$ cat src/rtl/fp32_abs_max_stream.sv
// fp32_abs_max_stream
// Streams fp32 frames in and reports, once per frame, the element with the
// largest magnitude (sign bit ignored, bits [30:0] compared as unsigned),
// together with its zero-based position and a frame-length overflow flag.
// Ties keep the earlier element.
//
// Ports:
//   clk, rst_n          clock, async active-low reset
//   s_valid/s_ready     input element handshake
//   s_data, s_last      fp32 element, last-of-frame marker
//   m_valid/m_ready     frame result handshake
//   m_data              original fp32 word of the winning element
//   m_idx               position of m_data within the frame (mod 2^IDX_W)
//   m_ovf               frame was longer than 2^IDX_W elements
//
// state   | meaning
// --------+-----------------------------------------------------------
// IDLE    | no element of the current frame accepted yet
// ACCUM   | at least one element accepted, last not yet seen
// HOLD    | result presented on m_*, waiting for m_ready
module fp32_abs_max_stream #(
  parameter int IDX_W = 16
) (
  input  logic             clk,
  input  logic             rst_n,
  input  logic             s_valid,
  output logic             s_ready,
  input  logic [31:0]      s_data,
  input  logic             s_last,
  output logic             m_valid,
  input  logic             m_ready,
  output logic [31:0]      m_data,
  output logic [IDX_W-1:0] m_idx,
  output logic             m_ovf
);

  typedef enum logic [1:0] {
    ST_IDLE  = 2'd0,
    ST_ACCUM = 2'd1,
    ST_HOLD  = 2'd2
  } state_t;

  state_t           state_q;
  state_t           state_d;

  // Goes high on the first edge after reset release; keeps s_ready low
  // while reset is asserted even though the FSM already sits in IDLE.
  logic             live_q;

  logic [31:0]      best_q;
  logic [31:0]      best_d;
  logic [IDX_W-1:0] best_idx_q;
  logic [IDX_W-1:0] best_idx_d;
  logic [IDX_W-1:0] cnt_q;
  logic [IDX_W-1:0] cnt_d;
  logic             ovf_q;
  logic             ovf_d;

  logic             in_fire;
  logic             out_fire;
  logic             better;
  logic             load_out;

  assign in_fire  = s_valid & s_ready;
  assign out_fire = m_valid & m_ready;
  assign better   = s_data[30:0] > best_q[30:0];
  assign load_out = in_fire & s_last;

  // FSM: state register
  always_ff @(posedge clk or negedge rst_n) begin
    if (!rst_n) begin
      state_q <= ST_IDLE;
      live_q  <= 1'b0;
    end else begin
      state_q <= state_d;
      live_q  <= 1'b1;
    end
  end

  // FSM: next-state logic
  always_comb begin
    state_d = state_q;
    case (state_q)
      ST_IDLE: begin
        if (in_fire) begin
          state_d = s_last ? ST_HOLD : ST_ACCUM;
        end
      end
      ST_ACCUM: begin
        if (in_fire && s_last) begin
          state_d = ST_HOLD;
        end
      end
      ST_HOLD: begin
        if (out_fire) begin
          state_d = ST_IDLE;
        end
      end
      default: state_d = ST_IDLE;
    endcase
  end

  // FSM: outputs
  always_comb begin
    s_ready = 1'b0;
    m_valid = 1'b0;
    case (state_q)
      ST_IDLE:  s_ready = live_q;
      ST_ACCUM: s_ready = live_q;
      ST_HOLD:  m_valid = 1'b1;
      default: begin
        s_ready = 1'b0;
        m_valid = 1'b0;
      end
    endcase
  end

  // Running best / counter / overflow. The *_d values already include the
  // element being accepted, so the result register can load them directly
  // on the last transfer and m_valid follows one cycle later.
  always_comb begin
    best_d     = best_q;
    best_idx_d = best_idx_q;
    cnt_d      = cnt_q;
    ovf_d      = ovf_q;
    case (state_q)
      ST_IDLE: begin
        if (in_fire) begin
          best_d     = s_data;
          best_idx_d = '0;
          cnt_d      = IDX_W'(1);
          ovf_d      = 1'b0;
        end
      end
      ST_ACCUM: begin
        if (in_fire) begin
          if (better) begin
            best_d     = s_data;
            best_idx_d = cnt_q;
          end
          // Counter back at zero means 2^IDX_W elements are already in.
          if (cnt_q == '0) begin
            ovf_d = 1'b1;
          end
          cnt_d = cnt_q + IDX_W'(1);
        end
      end
      ST_HOLD: begin
        if (out_fire) begin
          cnt_d = '0;
          ovf_d = 1'b0;
        end
      end
      default: begin
        cnt_d = '0;
        ovf_d = 1'b0;
      end
    endcase
  end

  always_ff @(posedge clk or negedge rst_n) begin
    if (!rst_n) begin
      best_q     <= '0;
      best_idx_q <= '0;
      cnt_q      <= '0;
      ovf_q      <= 1'b0;
    end else begin
      best_q     <= best_d;
      best_idx_q <= best_idx_d;
      cnt_q      <= cnt_d;
      ovf_q      <= ovf_d;
    end
  end

  // Result registers only change on entry to HOLD, so they stay put
  // through HOLD backpressure and keep the previous result in IDLE/ACCUM.
  always_ff @(posedge clk or negedge rst_n) begin
    if (!rst_n) begin
      m_data <= '0;
      m_idx  <= '0;
      m_ovf  <= 1'b0;
    end else if (load_out) begin
      m_data <= best_d;
      m_idx  <= best_idx_d;
      m_ovf  <= ovf_d;
    end
  end

endmodule

$ cat config.mk
export PLATFORM = sky130hd
export DESIGN_NAME = fp32_abs_max_stream
export DESIGN_NICKNAME = d
export VERILOG_FILES = /design/src/rtl/fp32_abs_max_stream.sv
export SDC_FILE = /design/constraint.sdc
export NUM_CORES = 1
export LEC_CHECK = 0
export ABC_AREA = 1
export BUFFER_PORTS_ARGS = -buffer_cell sky130_fd_sc_hd__buf_2
export CAP_MARGIN = 20
export CORE_UTILIZATION = 50
export DETAILED_ROUTE_END_ITERATION = 12
export PLACE_DENSITY = 0.76
export SLEW_MARGIN = 5
export SYNTH_ARGS = -nofsm -noshare
export SYNTH_HDL_FRONTEND = slang
export SYNTH_SLANG_ARGS = --single-unit
$ cat constraint.sdc
create_clock -name clk -period 2.44 [get_ports clk]
set_input_delay 0 -clock clk [delete_from_list [all_inputs] [get_ports clk]]
set_output_delay 0 -clock clk [all_outputs]
set_load 0.02 [all_outputs]
### Word-level counts from Yosys, hierarchy flattened

Cells that the tools add are included.

| operators by class | value |
|---|---|
| $lt $le $gt $ge | 1 |
| add/sub/neg operators | 1 |
| mux-type cells | 24 |
| bitwise logic cells | 3 |
| reduce and logical (&&, ||, !) cells | 6 |
| equal/unequal tests | 6 |

Operators with widths:

| operator | number |
|---|---|
| $mux W16 | 6 |
| $mux W32 | 3 |
| $pmux W32 S2 | 1 |
| $pmux W16 S3 | 1 |
| $pmux W16 S2 | 1 |
| $gt A31 B31 Y1 | 1 |
| $add A16 B1 Y16 const B | 1 |
| $logic_not A16 Y1 | 1 |
| $mux W2 | 4 |
| $ne A2 B2 Y1 const B | 4 |
| $mux W1 | 6 |
| $pmux W2 S3 | 1 |
| $reduce_and A3 Y1 | 2 |
| $and A1 B1 Y1 | 3 |
| $pmux W1 S3 | 1 |
| $eq A2 B1 Y1 const B | 1 |
| $eq A2 B2 Y1 const B | 1 |
| $logic_not A2 Y1 | 1 |
| $reduce_or A2 Y1 | 1 |
| $logic_and A1 B1 Y1 | 1 |

| word-level totals | value |
|---|---|
| output and inout port bits | 51 |
| word-level logic and storage cells | 50 |
| input port bits | 37 |
| bits in registers | 117 |

### Longest topological paths before layout

| logic depth | value |
|---|---|
| depth in word-level cells | 7 |
| gate-level depth with buffers | 19 |
| depth with buffers taken out | 17 |

### Least setup slack after synthesis

No wires, ideal clock.

| path | value |
|---|---|
| path type | register to register |
| from | register best_q[30] |
| to | register m_idx[7] |
| stages on the path, launching flop included | 16 |
| setup slack | 0.520 ns |
| path buffers | 2 |
| clock period less this slack | 1.920 ns |
| library setup time | 0.118 ns |
| arrival | 1.802 ns |
| required time | 2.322 ns |
| path through | dfrtp_1 > inv_1 > ha_1 > nand2_1 > nor2_2 > inv_2 > nor3_1 > nand2_1 > nand2_2 > buf_4 > buf_4 > nand3_1 > nand2_1 > nand2_1 > nand3_1 > nand2_1 |

| on the way | value |
|---|---|
| longest elaborated chain between the ends | 4 |

Ends and longest elaborated chain:

| element | RTL line | source |
|---|---|---|
| from (decl) | 50 | `logic [31:0] best_q;` |
| from (signal assigned) | 168 | `best_q <= best_d;` |
| $gt A31 B31 Y1 | 66 | `assign better = s_data[30:0] > best_q[30:0];` |
| $mux W16 | 137 | `if (better) begin` |
| $mux W16 | 136 | `if (in_fire) begin` |
| $pmux W16 S2 | 126 | `case (state_q)` |
| to (signal assigned) | 184 | `m_idx <= best_idx_d;` |
| to (decl) | 33 | `output logic [IDX_W-1:0] m_idx,` |

Every way passes these cells.
A chain may end at the register's enable or synchronous reset.

### Final worst setup path

| path | value |
|---|---|
| from | register best_q[12] |
| to | register m_idx[1] |

Same word-level chain as after synthesis.

==> impl_metrics.ini <==
[sta]
setup-violations-final = 0
final-max-slew-violation-count = 0
hold_viol = 0
period_share = 0.893
fin_ws_ns = 0.260
slew_headroom = 0.601
timing.setup.tns_ns = 0
post-route-min-period_ns = 2.18
rsz0062_at_grt = no
clock_skew_ns = 0.00916
max_freq_ghz = 0.459
max_slew.worst_pin.slew_ns = 0.598

[final_layout]
seq_area_um2 = 2930
final_area_um2 = 8590
layout-drive-gt1-share = 0.164
syn_to_final_growth_pct = 22.7
diodes = 0
finalCoreUtilization = 0.638
final_nets = 1122
fillers = 1222
multi_input_area_um2 = 3360

[yosys]
yosys-top-cells-count = nand2_1 (315), inv_1 (127), dfrtp_1 (117)
ys.flop_type = dfrtp_1
ys_ff_latch = 117
synth_area_leader_cell = dfrtp_1
yosysTopAreaCellShare = 0.418
syn_area_um2 = 7000
yosysWarnings = 0
syn_inst = 944
syn_area_per_cell_um2 = 7.42
yosysMostFrequentCell = nand2_1
async_flop_share = 1.00
synth_area_leaders = dfrtp_1 (42%), nand2_1 (17%), nand3_1 (7.4%), inv_1 (6.8%), ha_1 (5.9%)
syn_nets = 1014
seq_area_frac_synth = 0.418
ys_types = 35
synth_edf_count = 0

[clock_tree]
htree_levels = 4
clk_pin_slew_worst_paths_ns = 0.05
cts-buffers-inserted = 17
clock_path_buffers = 2
cts_tree = done
cts_sinks = 117
cts_root_buf = clkbuf_16
insertion_delay_ns = 0.42

[die]
core_um2 = 13500
dieArea_um2 = 14500
die_x_um = 120
die_height_um = 120
row_count = 42
io_pins = 88
initial_core_util = 0.520

[grt]
grt_max_degree = 47
grt_pass1_vias = 6491
grt_first_pass_wirelength_mm = 30.8
overflow = 0
grt_usage = 0.271
antenna_found_initial = 0

[power]
ir_drop_v = 0.000555
p_leak_nw = 4.65
power_mw = 9.37
p_per_area_nw_per_um2 = 1090

[worst_setup_path]
setup.worst_path.class = reg -> reg
cp_max_fo = 31
cp.required_ns = 2.74
r2r_cells = 16
startpoint_type = flip-flop
arrival_ns = 2.48
endpoint_kind = flip-flop

[run_status]
status = finished clean

[placement]
dp_hpwl_mm = 11.9
place_area_um2 = 7660
place.gp.congestion = 0.906
port_buffers = 87
dp_slack_ns = 0.320

[drt]
wire_per_inst_um = 14.6
wl_met2_mm = 8.75
wirelength_mm = 18.1
firstDrtPassIters = 7
drt_iter0_markers = 464
wl_met1_mm = 8.03
met3_length_um = 902
vias = 6600
highest_layer = met4
drc = 0
post_drt_via_cell_ratio = 5.32
postRouteAntennaNets = 0

[min_path]
hold_class = in -> reg
hold_depth = 5

[job]
maxCapViolCount = 0
-- metrics by stage --
step / std cells / hold WS [ns]
floorplan: 944 / -0.296
global placement: 1182 / 0.0538
detailed placement: 1182 / 0.0496
CTS: 1241 / 0.000819
global route: 1241 / 0.0298
finish: 1241 / 0.00372
-- cell families after synthesis --
family	Yosys count	share of synthesized area
other	1	0.000536
flip-flops	117	0.418
AND/OR/NAND/NOR	491	0.303
XOR/XNOR	4	0.00500
AO/OA/AOI/OAI	119	0.110
adder cells (fa/ha/maj)	33	0.0590
buffers and inverters	179	0.103
-- worst max-delay path, cell delays in order (launching register included) --
cell and delay (ns):
dfrtp_1 0.33, inv_1 0.06, ha_1 0.29, nand2_1 0.10, nor2_1 0.15, nand2_1 0.09
nor2_1 0.11, nor2_1 0.06, nand2_1 0.08, nand2_1 0.07, nand2_2 0.12, buf_12 0.20
nand3_1 0.09, nand2_1 0.09, nand2_1 0.06, nand3_1 0.09, nand2_1 0.07
-- flip-flops by register name (all words and copies together), names as in the netlist --
name	cells
state_q	2
live_q	1
ovf_q	1
m_idx	16
m_data	32
best_idx_q	16
best_q	32
cnt_q	16
m_ovf	1
-- cell type report --
class,count,share of cell area
multi-input cells,648,0.392
flip-flops and latches,117,0.341
repair buffers,134,0.108
inverters,134,0.0586
clock buffers,23,0.0556
well taps,176,0.0256
clock inverters,9,0.0201
-- metal layers --
metal | vias to the layer above | GRT usage
met5 | - | 0
met4 | 0 | 0.113
met3 | 34 | 0.0453
met2 | 230 | 0.446
met1 | 3068 | 0.352
li1 | 3268 | -
-- cell usage in the layout (no fill, tap or decap), types with 3 or more instances in the layout --
cell,instances
nand3_1,103
o221ai_1,32
clkbuf_16,17
nor2_1,21
inv_2,5
nand2_1,315
clkinv_2,3
nand3_2,9
buf_12,5
buf_2,86
nand2_2,16
buf_4,15
inv_1,127
dlygate4sd3_1,27
clkbuf_8,3
a21oi_1,17
bufinv_16,5
o21ai_0,46
nor2_2,4
clkbuf_1,3
nor3_1,11
nand4_1,4
ha_1,33
xor2_1,4
a21boi_1,13
dfrtp_1,117
-- power breakdown --
group          switching [mW]  leakage (nW)  total (mW)  internal [mW]
Clock                   0.881         0.317        2.77           1.89
Sequential              0.315          1.52        2.86           2.54
Combinational            2.44          2.81        3.74           1.30
-- path summary, 6_finish.rpt --
path | startpoint | to | slack, ns
setup / recovery | best_q[12]$_DFF_PN0_ | m_idx[1]$_DFFE_PN0P_ | 0.26
hold / removal | s_data[21] | best_q[21]$_DFF_PN0_ | 0.004
setup reg to reg | best_q[12]$_DFF_PN0_ | m_idx[1]$_DFFE_PN0P_ | 0.26
hold reg to reg | m_idx[9]$_DFFE_PN0P_ | m_idx[9]$_DFFE_PN0P_ | 0.47
max in group asynchronous | rst_n | m_idx[3]$_DFFE_PN0P_ | 1.48
min in group asynchronous | rst_n | best_idx_q[13]$_DFF_PN0_ | 0.14
-- repair_timing --
item / in CTS / in global routing
endpoints found under the hold margin: 70 / 0
hold buffers: 27 / 0
setup buffers: 0 / 0
setup endpoints to repair: 0 / 2
resized for setup: 0 / 1
(Power assumes the default switching activity.)
